## src/rtl/piece_scheduler.sv

```systemverilog
// piece_scheduler
//   Picks Tetris pieces using 7-bag rules. The free-running randomizer is
//   sampled every cycle while the queue has room. Each id 0..6 is issued
//   exactly once per bag. Accepted ids are queued so the game FSM always
//   sees a current piece and a preview.
//
// Ports
//   clk            system clock
//   rst_n          asynchronous active-low reset
//   rand_in[2:0]   randomizer output, sampled every cycle while filling
//   piece_take     game FSM consumes the head piece (1-cycle pulse)
//   piece_valid    head entry valid (queue_count >= 1)
//   piece_id[2:0]  head id, 0 when !piece_valid
//   preview_valid  second entry valid (queue_count >= 2)
//   preview_id     second entry id, 0 when !preview_valid
//   queue_count    entries held, 0..QUEUE_DEPTH
//   bag_mask[6:0]  bit i set = piece i already issued in the current bag
//
// States
//   state  | meaning
//   S_FILL | queue has room; rand_in sampled every cycle
//   S_FULL | queue holds QUEUE_DEPTH entries; no sampling until a take

module piece_scheduler #(
    parameter int QUEUE_DEPTH = 3,
    parameter int MAX_RETRY   = 4
) (
    input  logic       clk,
    input  logic       rst_n,
    input  logic [2:0] rand_in,
    input  logic       piece_take,
    output logic       piece_valid,
    output logic [2:0] piece_id,
    output logic       preview_valid,
    output logic [2:0] preview_id,
    output logic [2:0] queue_count,
    output logic [6:0] bag_mask
);

    localparam int RW = (MAX_RETRY > 1) ? $clog2(MAX_RETRY) : 1;
    localparam logic [2:0]    DEPTH_C    = 3'(QUEUE_DEPTH);
    localparam logic [RW-1:0] RETRY_LAST = RW'(MAX_RETRY - 1);

    typedef enum logic {
        S_FILL = 1'b0,
        S_FULL = 1'b1
    } state_t;

    state_t        state_q, state_d;
    logic [2:0]    fifo_q [QUEUE_DEPTH];
    logic [2:0]    fifo_d [QUEUE_DEPTH];
    logic [2:0]    count_q, count_d;
    logic [6:0]    bag_q, bag_d;
    logic [RW-1:0] retry_q, retry_d;

    logic       take_eff;
    logic       sampling;
    logic [7:0] mask_ext;
    logic       rand_rej;
    logic       force_pick;
    logic       push;
    logic [2:0] low_clear;
    logic [2:0] pick_id;
    logic [2:0] count_mid;
    logic [6:0] bag_set;

    // Id 7 is never a legal piece, so it is treated as permanently issued.
    assign mask_ext   = {1'b1, bag_q};
    assign take_eff   = piece_take && (count_q != 3'd0);
    assign sampling   = (state_q == S_FILL);
    assign rand_rej   = mask_ext[rand_in];
    assign force_pick = rand_rej && (retry_q == RETRY_LAST);
    assign push       = sampling && (!rand_rej || force_pick);
    assign pick_id    = rand_rej ? low_clear : rand_in;

    // The bag is cleared as soon as it would become full, so at least one
    // bit is always clear here.
    always_comb begin
        low_clear = 3'd0;
        for (int i = 6; i >= 0; i--) begin
            if (!bag_q[i]) begin
                low_clear = 3'(i);
            end
        end
    end

    always_comb begin
        state_d   = state_q;
        fifo_d    = fifo_q;
        count_d   = count_q;
        bag_d     = bag_q;
        retry_d   = retry_q;
        bag_set   = bag_q;
        count_mid = count_q;

        if (take_eff) begin
            for (int i = 0; i < QUEUE_DEPTH - 1; i++) begin
                fifo_d[i] = fifo_q[i + 1];
            end
            fifo_d[QUEUE_DEPTH - 1] = 3'd0;
            count_mid = count_q - 3'd1;
        end

        // A push lands behind whatever survives this cycle's pop.
        if (push) begin
            for (int i = 0; i < QUEUE_DEPTH; i++) begin
                if (count_mid == 3'(i)) begin
                    fifo_d[i] = pick_id;
                end
            end
            bag_set = bag_q | (7'b1 << pick_id);
            bag_d   = (bag_set == 7'h7F) ? 7'h00 : bag_set;
            retry_d = '0;
            count_d = count_mid + 3'd1;
        end else begin
            count_d = count_mid;
            if (sampling) begin
                retry_d = retry_q + RW'(1);
            end
        end

        case (state_q)
            S_FILL: begin
                if (push && !take_eff && (count_d == DEPTH_C)) begin
                    state_d = S_FULL;
                end
            end
            S_FULL: begin
                if (take_eff) begin
                    state_d = S_FILL;
                end
            end
            default: state_d = S_FILL;
        endcase
    end

    always_ff @(posedge clk or negedge rst_n) begin
        if (!rst_n) begin
            state_q <= S_FILL;
            count_q <= 3'd0;
            bag_q   <= 7'h00;
            retry_q <= '0;
            for (int i = 0; i < QUEUE_DEPTH; i++) begin
                fifo_q[i] <= 3'd0;
            end
        end else begin
            state_q <= state_d;
            count_q <= count_d;
            bag_q   <= bag_d;
            retry_q <= retry_d;
            fifo_q  <= fifo_d;
        end
    end

    assign piece_valid   = (count_q != 3'd0);
    assign preview_valid = (count_q >= 3'd2);
    assign piece_id      = piece_valid   ? fifo_q[0] : 3'd0;
    assign preview_id    = preview_valid ? fifo_q[1] : 3'd0;
    assign queue_count   = count_q;
    assign bag_mask      = bag_q;

endmodule

```

## config.mk

```make
export PLATFORM = sky130hd
export DESIGN_NAME = piece_scheduler
export DESIGN_NICKNAME = d
export VERILOG_FILES = /design/src/rtl/piece_scheduler.sv
export SDC_FILE = /design/constraint.sdc
export NUM_CORES = 1
export LEC_CHECK = 0
export ABC_AREA = 1
export ABC_CLOCK_PERIOD_IN_PS = 2600
export BUFFER_PORTS_ARGS = -buffer_cell sky130_fd_sc_hd__buf_2
export CAP_MARGIN = 40
export CORE_ASPECT_RATIO = 0.5
export CORE_MARGIN = 5
export CORE_UTILIZATION = 45
export CTS_BUF_LIST = sky130_fd_sc_hd__clkbuf_16
export DETAILED_ROUTE_END_ITERATION = 12
export GPL_TIMING_DRIVEN = 0
export PLACE_DENSITY = 0.76
export SLEW_MARGIN = 15
export SYNTH_ARGS = -nofsm -noshare
export SYNTH_HDL_FRONTEND = slang
export SYNTH_SLANG_ARGS = --single-unit
```

## constraint.sdc

```tcl
create_clock -name clk -period 2.6 [get_ports clk]
set_input_delay 0.65 -clock clk [delete_from_list [all_inputs] [get_ports clk]]
set_output_delay 0.65 -clock clk [all_outputs]
set_load 0.01 [all_outputs]
```

## Word level (Yosys, flattened, before mapping)

Cells that the tools add are included.

- Register bits: 22
- Bits of input ports: 6
- Output and inout bits: 18
- Word-level logic and storage cells: 56

- Add/subtract/negate cells: 3
- Magnitude comparators: 2
- Eq/ne operators: 6
- Shift-type cells: 1
- Mux-type cells: 25
- Bitwise logic cells: 2
- Reductions and logical operators: 10

Operator list:

| cell | count |
|---|---|
| 3-bit 2-to-1 mux | 15 |
| 9-bit 2-to-1 mux | 2 |
| 7-bit == test (second input constant) | 1 |
| 7-bit 2-to-1 mux | 1 |
| 7-bit OR | 1 |
| 1-bit by 3-bit << shifter with 7-bit output (first input constant) | 1 |
| 3-bit by 2-bit == test with 1-bit output (second input constant) | 2 |
| 1-bit logical AND | 5 |
| 3-bit by 4-bit < comparator with 1-bit output (second input constant) | 1 |
| 2-bit 2-to-1 mux | 2 |
| 3-bit by 1-bit adder with 3-bit output (second input constant) | 1 |
| 1-bit binary-select mux with 3-bit select | 1 |
| 3-bit by 1-bit == test with 1-bit output (second input constant) | 1 |
| 3-bit by 2-bit >= comparator with 1-bit output (second input constant) | 1 |
| 3-bit logical NOT | 1 |
| 1-bit 2-to-1 mux | 3 |
| 3-bit nonzero test | 1 |
| 3-bit by 1-bit subtractor with 3-bit output (second input constant) | 1 |
| 2-bit by 1-bit adder with 2-bit output (second input constant) | 1 |
| 2-bit == test (second input constant) | 1 |
| 1-bit logical NOT | 2 |
| 2-bit by 1-bit inequality test with 1-bit output (second input constant) | 1 |
| 1-bit one-hot mux with 2 select lines | 1 |
| 1-bit logical OR | 1 |
| 1-bit inverter | 1 |

## Logic depth before layout (Yosys ltp)

- Depth after elaboration: 12
- Mapped depth: 14
- Gate-level depth less buffers: 14

## Worst setup path before layout

Ideal clock, no wire load.

- Path kind: reg-to-reg
- From: register count_q[0], in the netlist queue_count[0]
- To: register state_q
- Library setup time: 77 ps
- Arrival: 2,211 ps
- Data required time: 2,523 ps
- Path slack: 311 ps
- Stages on the path, launching flop included: 15
- Path buffers: 1
- Clock period less this slack: 2,289 ps
- Cells stage by stage: dfrtp_1 > inv_1 > ha_1 > nand2_1 > nand2_1 > clkbuf_1 > nand2_1 > o21ai_0 > inv_1 > ha_1 > inv_1 > nor2_1 > o21ai_1 > nand4_1 > a21oi_1

- Cells in the longest elaborated chain, start to end: 9
- Elaborated cells on any way between the ends: 13
- Those cells by class: 2 x add/sub; 1 x eq/ne; 5 x mux; 5 x reduce/logical

RTL lines:

| item | RTL line | RTL |
|---|---|---|
| start: declaration | 52 | `logic [2:0] count_q, count_d;` |
| start signal: assignment | 148 | `count_q <= count_d;` |
| 3-bit nonzero test * | n/a |  |
| named net piece_valid | 32 | `output logic piece_valid,` |
| 1-bit logical AND * | 69 | `assign take_eff = piece_take && (count_q != 3'd0);` |
| 3-bit 2-to-1 mux | 96 | `if (take_eff) begin` |
| 3-bit by 1-bit adder with 3-bit output | 114 | `count_d = count_mid + 3'd1;` |
| 3-bit 2-to-1 mux | 105 | `if (push) begin` |
| 3-bit by 2-bit == test with 1-bit output | 124 | `if (push && !take_eff && (count_d == DEPTH_C)) begin` |
| 1-bit logical AND | 124 |  |
| 1-bit 2-to-1 mux | 124 |  |
| 1-bit one-hot mux with 2 select lines * | 122 | `case (state_q)` |
| named net state_d | 49 | `state_t state_q, state_d;` |
| end signal: assignment | 147 | `state_q <= state_d;` |
| end: declaration | 49 |  |

The timed path passes the listed nets; every way through them passes the cells marked *.
A chain may end at the register's enable or synchronous reset.

## Worst setup path in the final report

- From: register count_q[0], in the netlist queue_count[0]
- To: register state_q

- Cells in the longest elaborated chain, start to end: 9
- Elaborated cells on any way between the ends: 13
- Those cells by class: 2 x add/sub; 1 x eq/ne; 5 x mux; 5 x reduce/logical

RTL lines:

| item | RTL line |
|---|---|
| parallel branches: the longest is 8 deep, another holds 3-bit by 1-bit subtractor with 3-bit output | n/a |
| 1-bit one-hot mux with 2 select lines * | 122 |
| named net state_d | 49 |

Mark *: on every way through the listed nets, which the timed path passes.

==> results.sh <==
export IMPL_outcome="completed"
export IMPL_path_clk_slew_ns=0.06
export IMPL_die_h_um=51.4
export IMPL_grt_max_degree=23
export IMPL_yosysMostFrequentCell="nand2_1"
export IMPL_period_needed_ns=2.41
export IMPL_ant_nets=0
export IMPL_netlist_top_cell_by_area="dfrtp_1"
export IMPL_yosysSeqAreaShare_pct=35.7
export IMPL_die_x_um=92.8
export IMPL_gp_congestion=0.904
export IMPL_clock_latency_ns=0.25
export IMPL_synth_flop_cell="dfrtp_1"
export IMPL_cts_sinks=22
export IMPL_cts_root_buf="clkbuf_16"
export IMPL_cap_violations=0
export IMPL_r2r_setup_slack_ns=0.19
export IMPL_cts_tree="yes"
export IMPL_netlist_area_um2=1540
export IMPL_synth_cell_type_count=25
export IMPL_regArea_um2=551
export IMPL_htree_levels=1
export IMPL_setup_viol=0
export IMPL_gr_total_overflow=0
export IMPL_timing_fmax_mhz=415
export IMPL_synth_top_area_share_pct=35.7
export IMPL_track_usage_pct=15.4
export IMPL_avgSynthCellArea_um2=7.31
export IMPL_core_um2=3360
export IMPL_drive_gt1_share_pct=21.4
export IMPL_critPathLaunchType="flop"
export IMPL_cp_arrival_ns=2.59
export IMPL_ys_warn_count=0
export IMPL_cp_required_ns=2.78
export IMPL_io_pins=24
export IMPL_crit_chain="inv_1 -> ha_1 -> nand2_1 -> nand2_1 -> clkbuf_2 -> nand2_1 -> o21ai_1 -> inv_1 -> ha_1 -> inv_1 -> nor2_1 -> o21ai_1 -> nand4_1 -> a21oi_1"
export IMPL_p_leak_nw=0.964
export IMPL_synthTopCellsByCount="58 x nand2_1, 25 x inv_1, 22 x dfrtp_1"
export IMPL_crit_type="reg -> reg"
export IMPL_crit_reg2reg_launch="queue_count[0]"
export IMPL_cpMaxStageDelayCell="dfrtp_1"
export IMPL_crit_fanout=10
export IMPL_timing_rr_end="state_q"
export IMPL_rows=15
export IMPL_multi_input_area_um2=876
export IMPL_syn_inst=211
export IMPL_worstMarginPinSlew_ns=0.504
export IMPL_fp_dieArea_um2=4770
export IMPL_finalHoldViolCount=0
export IMPL_slew_violations=0
export IMPL_portBuffers=23
export IMPL_post_route_drc_count=0
export IMPL_relSlewSlack_pct=66.4
export IMPL_hold_path_class="in -> async"
export IMPL_synthTopCellsByArea="dfrtp_1 36%, nand2_1 14%, ha_1 6.5%, inv_1 6.1%, nand3_1 5.8%"
export IMPL_crit_start="queue_count[0]"
export IMPL_fillCellCount=314
export IMPL_rsz0062_at_grt="false"
export IMPL_setup_tns_ns=0
export IMPL_grt_pass1_wl_mm=6.00
export IMPL_fin_worst_skew_ns=0.00213
export IMPL_worst_r2r_cell_count=14
export IMPL_synth_fp_nets=225
export IMPL_diodes=0
export IMPL_ys_ff_latch=22
export IMPL_clock_tree_buffer_depth=2
export IMPL_drt_total_wl_mm=3.46
export IMPL_grt_pass1_vias=1341
export IMPL_routedWlPerCell_um=12.4
export IMPL_finalPower_mw=2.32
export IMPL_powerDensity_nw_per_um2=1280
export IMPL_synthArstFlopShare_pct=100
export IMPL_synth_edf_count=0
export IMPL_start_util_pct=45.9
export IMPL_ir_drop_uv=516
export IMPL_via_count=1417
export IMPL_area_delta_synth_final_pct=17.8
export IMPL_cp_end_kind="flop"
export IMPL_dr_pass1_iters=4
export IMPL_first_iter_violations=94
export IMPL_period_share_pct=92.7
export IMPL_cpPeakStageDelay_ns=0.37
export IMPL_place_hpwl_mm=2.61
export IMPL_antenna_found_initial=0
export IMPL_nNetsFinal=253
export IMPL_vias_per_cell=5.06
export IMPL_cts_buffers=3
sequential cells by signal, indices dropped and copies added, names as in the netlist:
register,count
queue_count,3
retry_q,2
state_q,1
bag_mask,7
fifo_q,9
layout by cell type, fill, tap and decap left out:
cell type and count:
ha_1 8, clkbuf_16 3, buf_2 23, a31oi_1 1, nor2_8 1, nor2_2 2
dfrtp_1 22, nand4_1 1, a21boi_0 3, o21bai_1 2, a21oi_1 8, nand3_1 18
nor2_1 18, nand2_1 58, clkbuf_2 1, nand2_4 1, o21ai_1 3, nor2_4 2
nor3_1 2, inv_1 25, nand2_2 3, nand3_2 9, o21ai_0 15, o21ai_2 1
inv_2 3, inv_4 1, xor2_1 3, bufinv_16 1
critical path, delay by kind of cell, from the launching register on:
family | cells | cell delay (ns)
fa+ha+maj | 2 | 0.45
buf+inv | 4 | 0.56
compound gates | 3 | 0.51
flops | 1 | 0.37
simple gates | 5 | 0.44
worst max-delay path by stage:
stage / endpoint / slack [ns]
floorplan: state_q / 0.31
global placement: state_q / 0.18
detailed placement: state_q / 0.04
CTS: state_q / 0.02
global route: state_q / 0.04
finish: state_q / 0.19
cell families (layout without fill, tap and decap cells):
family	count (synthesis)	after routing	synth area share, %
AO/OA/AOI/OAI	33	33	11.9
XOR/XNOR	3	3	1.70
adder cells (fa/ha/maj)	8	8	6.49
buffers and inverters	30	57	7.47
flip-flops	22	22	35.7
AND/OR/NAND/NOR	115	115	36.8
power by group:
group | switching [mW] | internal (mW)
sequential | 0.125 | 0.478
clock | 0.117 | 0.305
combinational | 0.852 | 0.445
total | 1.09 | 1.23
through the flow:
step / cells / instance area (um2) / hold WS, ns / utilization [%] / setup slack [ns]
floorplan: 211 / 1540 / 0.354 / - / 0.311
global placement: 276 / 1710 / 0.466 / 50.9 / 0.180
detailed placement: 276 / 1710 / 0.487 / 50.9 / 0.0414
CTS: 280 / 1810 / 0.380 / 54.0 / 0.0199
global route: 280 / 1820 / 0.412 / 54.0 / 0.0420
finish: 280 / 1820 / 0.362 / 54.0 / 0.191
what timing repair did:
item	4_1_cts	5_1_grt
endpoints found under the setup margin	0	2
resized for setup	0	3
hold buffers	0	0
endpoints found under the hold margin	0	0
buffers inserted	0	0
per-layer routing:
metal	wire (um)	GRT usage, %
met1	1640	19.7
met2	1570	26.5
met3	246	3.68
met4	6	3.89
met5	0	0
layout make-up:
type | count | area share [%]
sequential | 22 | 30.3
clock inverter | 1 | 1.65
multi-input combinational | 159 | 48.2
timing repair buffer | 23 | 6.34
buffer | 1 | 0.276
clock buffer | 3 | 4.14
inverter | 29 | 6.13
tap | 42 | 2.89
Power figures use the tool's default switching activity.
